[config.mk]
export PLATFORM = sky130hd
export DESIGN_NAME = bfp16_accum_ctrl_flat
export DESIGN_NICKNAME = d
export VERILOG_FILES = /design/src/rtl/bfp16_accum_ctrl_if.sv /design/src/rtl/bfp16_accum_ctrl.sv /design/src/flat_wrapper.sv
export SDC_FILE = /design/constraint.sdc
export NUM_CORES = 1
export LEC_CHECK = 0
export ABC_AREA = 1
export BUFFER_PORTS_ARGS = -buffer_cell sky130_fd_sc_hd__buf_2
export CAP_MARGIN = 0
export CORE_AREA = 2 2 143 75
export CTS_BUF_LIST = sky130_fd_sc_hd__clkbuf_16
export CTS_CLUSTER_SIZE = 14
export DETAILED_ROUTE_END_ITERATION = 8
export DIE_AREA = 0 0 145 77
export PLACE_DENSITY_LB_ADDON = 0.2
export SLEW_MARGIN = 20
export SYNTH_ARGS = -nofsm -noshare
export SYNTH_HDL_FRONTEND = slang
export SYNTH_SLANG_ARGS = --single-unit
[constraint.sdc]
create_clock -name i_clk -period 2.56 [get_ports i_clk]
set_input_delay 0.512 -clock i_clk [delete_from_list [all_inputs] [get_ports i_clk]]
set_output_delay 0.512 -clock i_clk [all_outputs]
set_load 0.01 [all_outputs]
[src/rtl/bfp16_accum_ctrl_if.sv]
// Bus interface for bfp16_accum_ctrl: start/length request, operand memory
// read port, shared-adder port, and status/result outputs.
//
// Request/response semantics: a request is i_start held high for one cycle
// with i_base/i_len valid in that same cycle. It is accepted only while
// o_busy is low, and then answered by exactly one o_done pulse. A start seen
// while o_busy is high is dropped. The memory port has no back-pressure: read
// data is valid the cycle after o_mem_rd.
interface bfp16_accum_ctrl_if #(
  parameter int SIZE_DATA = 32,
  parameter int SIZE_ADDR = 10
);
  logic                 i_start;
  logic [SIZE_ADDR-1:0] i_base;
  logic [SIZE_ADDR:0]   i_len;
  logic                 o_mem_rd;
  logic [SIZE_ADDR-1:0] o_mem_addr;
  logic [SIZE_DATA-1:0] i_mem_data;
  logic [SIZE_DATA-1:0] o_add_a;
  logic [SIZE_DATA-1:0] o_add_b;
  logic [SIZE_DATA-1:0] i_add_s;
  logic                 o_busy;
  logic                 o_done;
  logic [SIZE_DATA-1:0] o_sum;
  logic [SIZE_ADDR:0]   o_cnt;
  logic                 o_err;
  logic [1:0]           o_dbg_state;

  // Controller side.
  modport slave (
    input  i_start, i_base, i_len, i_mem_data, i_add_s,
    output o_mem_rd, o_mem_addr, o_add_a, o_add_b,
           o_busy, o_done, o_sum, o_cnt, o_err, o_dbg_state
  );

  // Requester / memory / adder side.
  modport master (
    output i_start, i_base, i_len, i_mem_data, i_add_s,
    input  o_mem_rd, o_mem_addr, o_add_a, o_add_b,
           o_busy, o_done, o_sum, o_cnt, o_err, o_dbg_state
  );
endinterface

[src/rtl/bfp16_accum_ctrl.sv]
// Accumulator sequencer: sums i_len 32-bit float operands read from a
// synchronous memory starting at i_base, using an external shared adder.
// One operand per two cycles (READ then ADD).
// Optional macro BFP16_ACC_SPECIAL_EN: abort on an Inf/NaN adder result and
// raise o_err; without it o_err is tied low and every operand is summed.
module bfp16_accum_ctrl #(
  parameter int SIZE_DATA = 32,
  parameter int SIZE_ADDR = 10
) (
  input logic               i_clk,
  input logic               i_rst,
  bfp16_accum_ctrl_if.slave bus
);

  typedef enum logic [1:0] {
    ST_IDLE = 2'd0,
    ST_READ = 2'd1,
    ST_ADD  = 2'd2,
    ST_DONE = 2'd3
  } state_t;

  localparam logic [SIZE_ADDR:0]   CNT_ONE  = {{SIZE_ADDR{1'b0}}, 1'b1};
  localparam logic [SIZE_ADDR-1:0] ADDR_ONE = {{(SIZE_ADDR-1){1'b0}}, 1'b1};

  state_t               state;
  state_t               state_n;
  logic [SIZE_ADDR-1:0] addr;
  logic [SIZE_ADDR-1:0] addr_hold;
  logic [SIZE_ADDR:0]   remaining;
  logic [SIZE_DATA-1:0] acc;
  logic [SIZE_DATA-1:0] sum;
  logic [SIZE_ADDR:0]   cnt;
  logic                 mem_rd;
  logic [SIZE_DATA-1:0] add_b;
  logic                 done;
  logic                 special;

`ifdef BFP16_ACC_SPECIAL_EN
  logic err;
  // Exponent all-ones in the adder result means Inf or NaN.
  assign special   = (bus.i_add_s[SIZE_DATA-2 -: 8] == 8'hFF);
  assign bus.o_err = err;
`else
  assign special   = 1'b0;
  assign bus.o_err = 1'b0;
`endif

  // State register.
  always_ff @(posedge i_clk) begin
    if (i_rst) state <= ST_IDLE;
    else       state <= state_n;
  end

  // Next-state logic and per-state strobes.
  always_comb begin
    state_n = state;
    mem_rd  = 1'b0;
    add_b   = '0;
    done    = 1'b0;
    case (state)
      ST_IDLE: begin
        if (bus.i_start) state_n = (bus.i_len == '0) ? ST_DONE : ST_READ;
      end
      ST_READ: begin
        mem_rd  = 1'b1;
        state_n = ST_ADD;
      end
      ST_ADD: begin
        add_b = bus.i_mem_data;
        if (special || remaining == CNT_ONE) state_n = ST_DONE;
        else                                 state_n = ST_READ;
      end
      ST_DONE: begin
        done    = 1'b1;
        state_n = ST_IDLE;
      end
      default: state_n = ST_IDLE;
    endcase
  end

  // Datapath registers: run parameters, accumulator, count and result.
  always_ff @(posedge i_clk) begin
    if (i_rst) begin
      addr      <= '0;
      addr_hold <= '0;
      remaining <= '0;
      acc       <= '0;
      sum       <= '0;
      cnt       <= '0;
`ifdef BFP16_ACC_SPECIAL_EN
      err       <= 1'b0;
`endif
    end else begin
      case (state)
        ST_IDLE: begin
          if (bus.i_start) begin
            acc <= '0;
            cnt <= '0;
`ifdef BFP16_ACC_SPECIAL_EN
            err <= 1'b0;
`endif
            if (bus.i_len != '0) begin
              addr      <= bus.i_base;
              remaining <= bus.i_len;
            end
          end
        end
        ST_READ: begin
          // Keep the address visible after the read strobe drops.
          addr_hold <= addr;
        end
        ST_ADD: begin
          acc       <= bus.i_add_s;
          cnt       <= cnt + CNT_ONE;
          remaining <= remaining - CNT_ONE;
          addr      <= addr + ADDR_ONE;
`ifdef BFP16_ACC_SPECIAL_EN
          if (special) err <= 1'b1;
`endif
        end
        ST_DONE: begin
          sum <= acc;
        end
        default: ;
      endcase
    end
  end

  assign bus.o_mem_rd    = mem_rd;
  assign bus.o_mem_addr  = (state == ST_READ) ? addr : addr_hold;
  assign bus.o_add_a     = acc;
  assign bus.o_add_b     = add_b;
  assign bus.o_busy      = (state != ST_IDLE);
  assign bus.o_done      = done;
  assign bus.o_sum       = sum;
  assign bus.o_cnt       = cnt;
  assign bus.o_dbg_state = state;

endmodule

[src/flat_wrapper.sv]
// flat-port wrapper written by rule: the top's interface ports become plain ports
module bfp16_accum_ctrl_flat 
#(
  parameter int SIZE_DATA = 32,
  parameter int SIZE_ADDR = 10
)
  (i_clk, i_rst, bus_i_start, bus_i_base, bus_i_len, bus_i_mem_data, bus_i_add_s, bus_o_mem_rd, bus_o_mem_addr, bus_o_add_a, bus_o_add_b, bus_o_busy, bus_o_done, bus_o_sum, bus_o_cnt, bus_o_err, bus_o_dbg_state);
  bfp16_accum_ctrl_if #(.SIZE_DATA(SIZE_DATA), .SIZE_ADDR(SIZE_ADDR)) bus_i ();
  input logic i_clk;
  input logic i_rst;
  input wire logic [$bits(bus_i.i_start)-1:0] bus_i_start;
  input wire logic [$bits(bus_i.i_base)-1:0] bus_i_base;
  input wire logic [$bits(bus_i.i_len)-1:0] bus_i_len;
  input wire logic [$bits(bus_i.i_mem_data)-1:0] bus_i_mem_data;
  input wire logic [$bits(bus_i.i_add_s)-1:0] bus_i_add_s;
  output wire logic [$bits(bus_i.o_mem_rd)-1:0] bus_o_mem_rd;
  output wire logic [$bits(bus_i.o_mem_addr)-1:0] bus_o_mem_addr;
  output wire logic [$bits(bus_i.o_add_a)-1:0] bus_o_add_a;
  output wire logic [$bits(bus_i.o_add_b)-1:0] bus_o_add_b;
  output wire logic [$bits(bus_i.o_busy)-1:0] bus_o_busy;
  output wire logic [$bits(bus_i.o_done)-1:0] bus_o_done;
  output wire logic [$bits(bus_i.o_sum)-1:0] bus_o_sum;
  output wire logic [$bits(bus_i.o_cnt)-1:0] bus_o_cnt;
  output wire logic [$bits(bus_i.o_err)-1:0] bus_o_err;
  output wire logic [$bits(bus_i.o_dbg_state)-1:0] bus_o_dbg_state;
  assign bus_i.i_start = bus_i_start;
  assign bus_i.i_base = bus_i_base;
  assign bus_i.i_len = bus_i_len;
  assign bus_i.i_mem_data = bus_i_mem_data;
  assign bus_i.i_add_s = bus_i_add_s;
  assign bus_o_mem_rd = bus_i.o_mem_rd;
  assign bus_o_mem_addr = bus_i.o_mem_addr;
  assign bus_o_add_a = bus_i.o_add_a;
  assign bus_o_add_b = bus_i.o_add_b;
  assign bus_o_busy = bus_i.o_busy;
  assign bus_o_done = bus_i.o_done;
  assign bus_o_sum = bus_i.o_sum;
  assign bus_o_cnt = bus_i.o_cnt;
  assign bus_o_err = bus_i.o_err;
  assign bus_o_dbg_state = bus_i.o_dbg_state;
  bfp16_accum_ctrl #(.SIZE_DATA(SIZE_DATA), .SIZE_ADDR(SIZE_ADDR)) u_core (.i_clk(i_clk), .i_rst(i_rst), .bus(bus_i));
endmodule
==> summary.md <==
| Metric | Value |
|---|---|
| Outcome | `completed` |
| Peak supply drop | `0.3240 mV` |
| Cell with the most instances after synthesis | `nor2_1` |
| RSZ-0062 raised after global routing | `no` |
| Worst setup EP type | `output pin` |
| First-pass GRT wire length | `23490 µm` |
| Reg area | `0.002162 mm²` |
| Synth area leaders | `dfxtp_1 (43%), nor2_1 (13%), nand2_1 (12%)` |
| Syn Area/Cell | `6.677 µm²` |
| Fraction of layout cells with a size suffix above 1 | `0.2868` |
| Switching portion of total power | `0.2961` |
| Synth Instances | `757` |
| Tcrit/Tclk final | `0.8727` |
| Final nets | `1039` |
| Power Internal | `2.695 mW` |
| Clock Sinks | `108` |
| Crit path max fanout | `12` |
| Ys Warns | `0` |
| DP Worst Slack | `678.5 ps` |
| Worst-path clk slew | `80 ps` |
| Vias in the first global route | `4766` |
| Worst Hold Class | `input pin to flop` |
| Total GRT Usage | `0.2535` |
| Synthesized area | `0.005055 mm²` |
| Core box area | `0.009922 mm²` |
| H-tree depth | `3` |
| Power, Total | `3.829 mW` |
| Worst-Margin Slew | `727.3 ps` |
| CP Launch Type | `flop` |
| PwrDens | `593.4 mW/mm²` |
| Setup TNS | `0 ps` |
| CTS root buf | `clkbuf_16` |
| Switching power | `1.134 mW` |
| Die area | `0.01117 mm²` |
| Most instantiated cells after synthesis | `nor2_1 (175), nand2_1 (156), dfxtp_1 (108), inv_1 (76), o21ai_0 (62)` |
| Setup Viol. Count Final | `0` |
| Hold slack | `414.5 ps` |
| Std cell rows | `26` |
| Initial core utilization | `0.5095` |
| Non-Filler Instances | `1092` |
| # port buffers | `209` |
| Vias | `5286` |
| Crit path DAT | `1720 ps` |
| Setup bufs post-CTS | `0` |
| Relative slew slack | `0.5151` |
| Post-route DRC | `0` |
| Die span in y | `77 µm` |
| GRT overflow | `0` |
| FILL cells | `975` |
| # diodes | `0` |
| Area grow syn2layout | `27.65%` |
| DR pass1 iterations | `4` |
| Worst setup path class | `flop to output pin` |
| Primary FF master, synth | `dfxtp_1` |
| Post-CTS Resized | `0` |
| Clock buffer count from CTS | `9` |
| Synth top area share | `0.4277` |
| Leakage | `3.290 nW` |
| Hold Buf Count CTS | `0` |
| M1 wire length | `7195 µm` |
| Largest net degree at the start of global routing | `63` |
| Cell Area, Placed | `0.006158 mm²` |
| Final instance area | `0.006452 mm²` |
| HPWL Detailed | `10070 µm` |
| Worst skew pair latency | `340 ps` |
| Min cycle time layout | `2234 ps` |
| Comb pwr share | `0.171` |
| Final hold violation count | `0` |
| Drt total wl | `14060 µm` |
| I/O pins | `211` |
| Clock Path Buffers | `2` |
| Req. time, crit path | `2050 ps` |
| Cell taking the most area after synthesis | `dfxtp_1` |
| Final GP Congestion | `0.8450` |
| Final WS setup | `325.9 ps` |
| Reg power frac | `0.474` |
| DRT iter0 DRCs | `359` |
| CTS tree | `yes` |
| Max Used Layer | `met4` |
| Met2 WL | `5540 µm` |
| Vias per std cell | `4.841` |
| Synthesis-stage register bit count | `108` |
| Post-synth EDFFs | `0` |
| Die width | `145 µm` |
| Final ANT Viol Nets | `0` |
| Initial antenna violation count | `0` |
| Placed insts | `1076` |
| Clock power frac | `0.355` |
| Fin. max-slew vios | `0` |
| Area of the multi-input gates | `0.002379 mm²` |
| Fmax achieved | `447.6 MHz` |
| Core Util, Final | `0.6503` |
| Clk_skew | `9.275 ps` |
| Syn_nets | `849` |
| Asr flop ratio synth | `0` |
| Met3 routed WL | `1180 µm` |
| Post-synth cell types | `37` |
| Sequential area share after synthesis | `0.4277` |
| Avg WL per Cell | `12.88 µm` |
| Max Cap Viol | `0` |
## flip-flops by register name, summed over array words and instances, names as in the netlist
name and count:
u_core.addr 10, u_core.addr_hold 10, u_core.bus.o_add_a 32, u_core.bus.o_cnt 11
u_core.bus.o_dbg_state 2, u_core.bus.o_sum 32, u_core.remaining 11
## power by group through the flow
stage	Combinational [mW]	Clock (mW)	Sequential, mW
2_1_floorplan	0.432	0	1.85
3_3_place_gp	0.642	0	1.85
3_5_place_dp	0.653	0	1.85
4_1_cts	0.657	1.39	1.81
5_1_grt	0.741	1.45	1.83
6_report	0.656	1.36	1.81
## logic make-up after synthesis
| group | count (synthesis) | share of synthesized area |
|---|---|---|
| simple gates | 389 | 0.3161 |
| compound gates | 134 | 0.1433 |
| buf+inv | 121 | 0.1022 |
| flops | 108 | 0.4277 |
| fa+ha+maj | 4 | 0.009901 |
| other cells | 1 | 0.0007419 |
## per-layer routing
metal  GRT usage  up-vias
li1            -     2735
met1      0.3768     2348
met2      0.3705      190
met3     0.06607       13
met4     0.04752        0
met5           0        -
## cell usage in the layout, fill, tap and decap left out, types with 3 or more instances in the layout
| cell | instances |
|---|---|
| inv_6 | 3 |
| nor2_1 | 175 |
| inv_1 | 76 |
| nand3_1 | 24 |
| clkbuf_16 | 9 |
| o21ai_0 | 62 |
| o21ai_2 | 3 |
| inv_2 | 3 |
| a21oi_2 | 7 |
| buf_4 | 9 |
| nand4_1 | 3 |
| nand3b_1 | 4 |
| a21oi_1 | 53 |
| nand2_2 | 7 |
| or2_2 | 12 |
| buf_2 | 209 |
| nand2_1 | 155 |
| ha_1 | 4 |
| o21ai_1 | 3 |
| dfxtp_1 | 108 |
## layout make-up
type | instances | share of cell area
sequential | 108 | 0.3351
multi-input combinational | 528 | 0.3686
clock buffer | 9 | 0.03490
clock inverter | 7 | 0.01067
inverter | 81 | 0.04790
tap | 140 | 0.02715
timing repair buffer | 219 | 0.1757
## critical path: stages, from the launching register on
cell and delay (ps):
dfxtp_1 370, inv_2 80, nor2_1 90, buf_4 170
inv_1 170, o21ai_0 300, inv_1 60, buf_2 140
## final timing paths
| check | startpoint | endpoint | slack [ps] | cells past startpoint |
|---|---|---|---|---|
| setup / recovery | u_core.bus.o_dbg_state[0] | bus_o_mem_addr[6] | 330 | 7 |
| hold / removal | bus_i_add_s[7] | u_core.bus.o_add_a[7] | 410 | 3 |
| setup reg to reg | u_core.addr[0] | u_core.addr[6] | 920 | 8 |
| hold reg to reg | u_core.bus.o_add_a[29] | u_core.bus.o_add_a[29] | 470 | 2 |
Power figures use the tool's default switching activity.
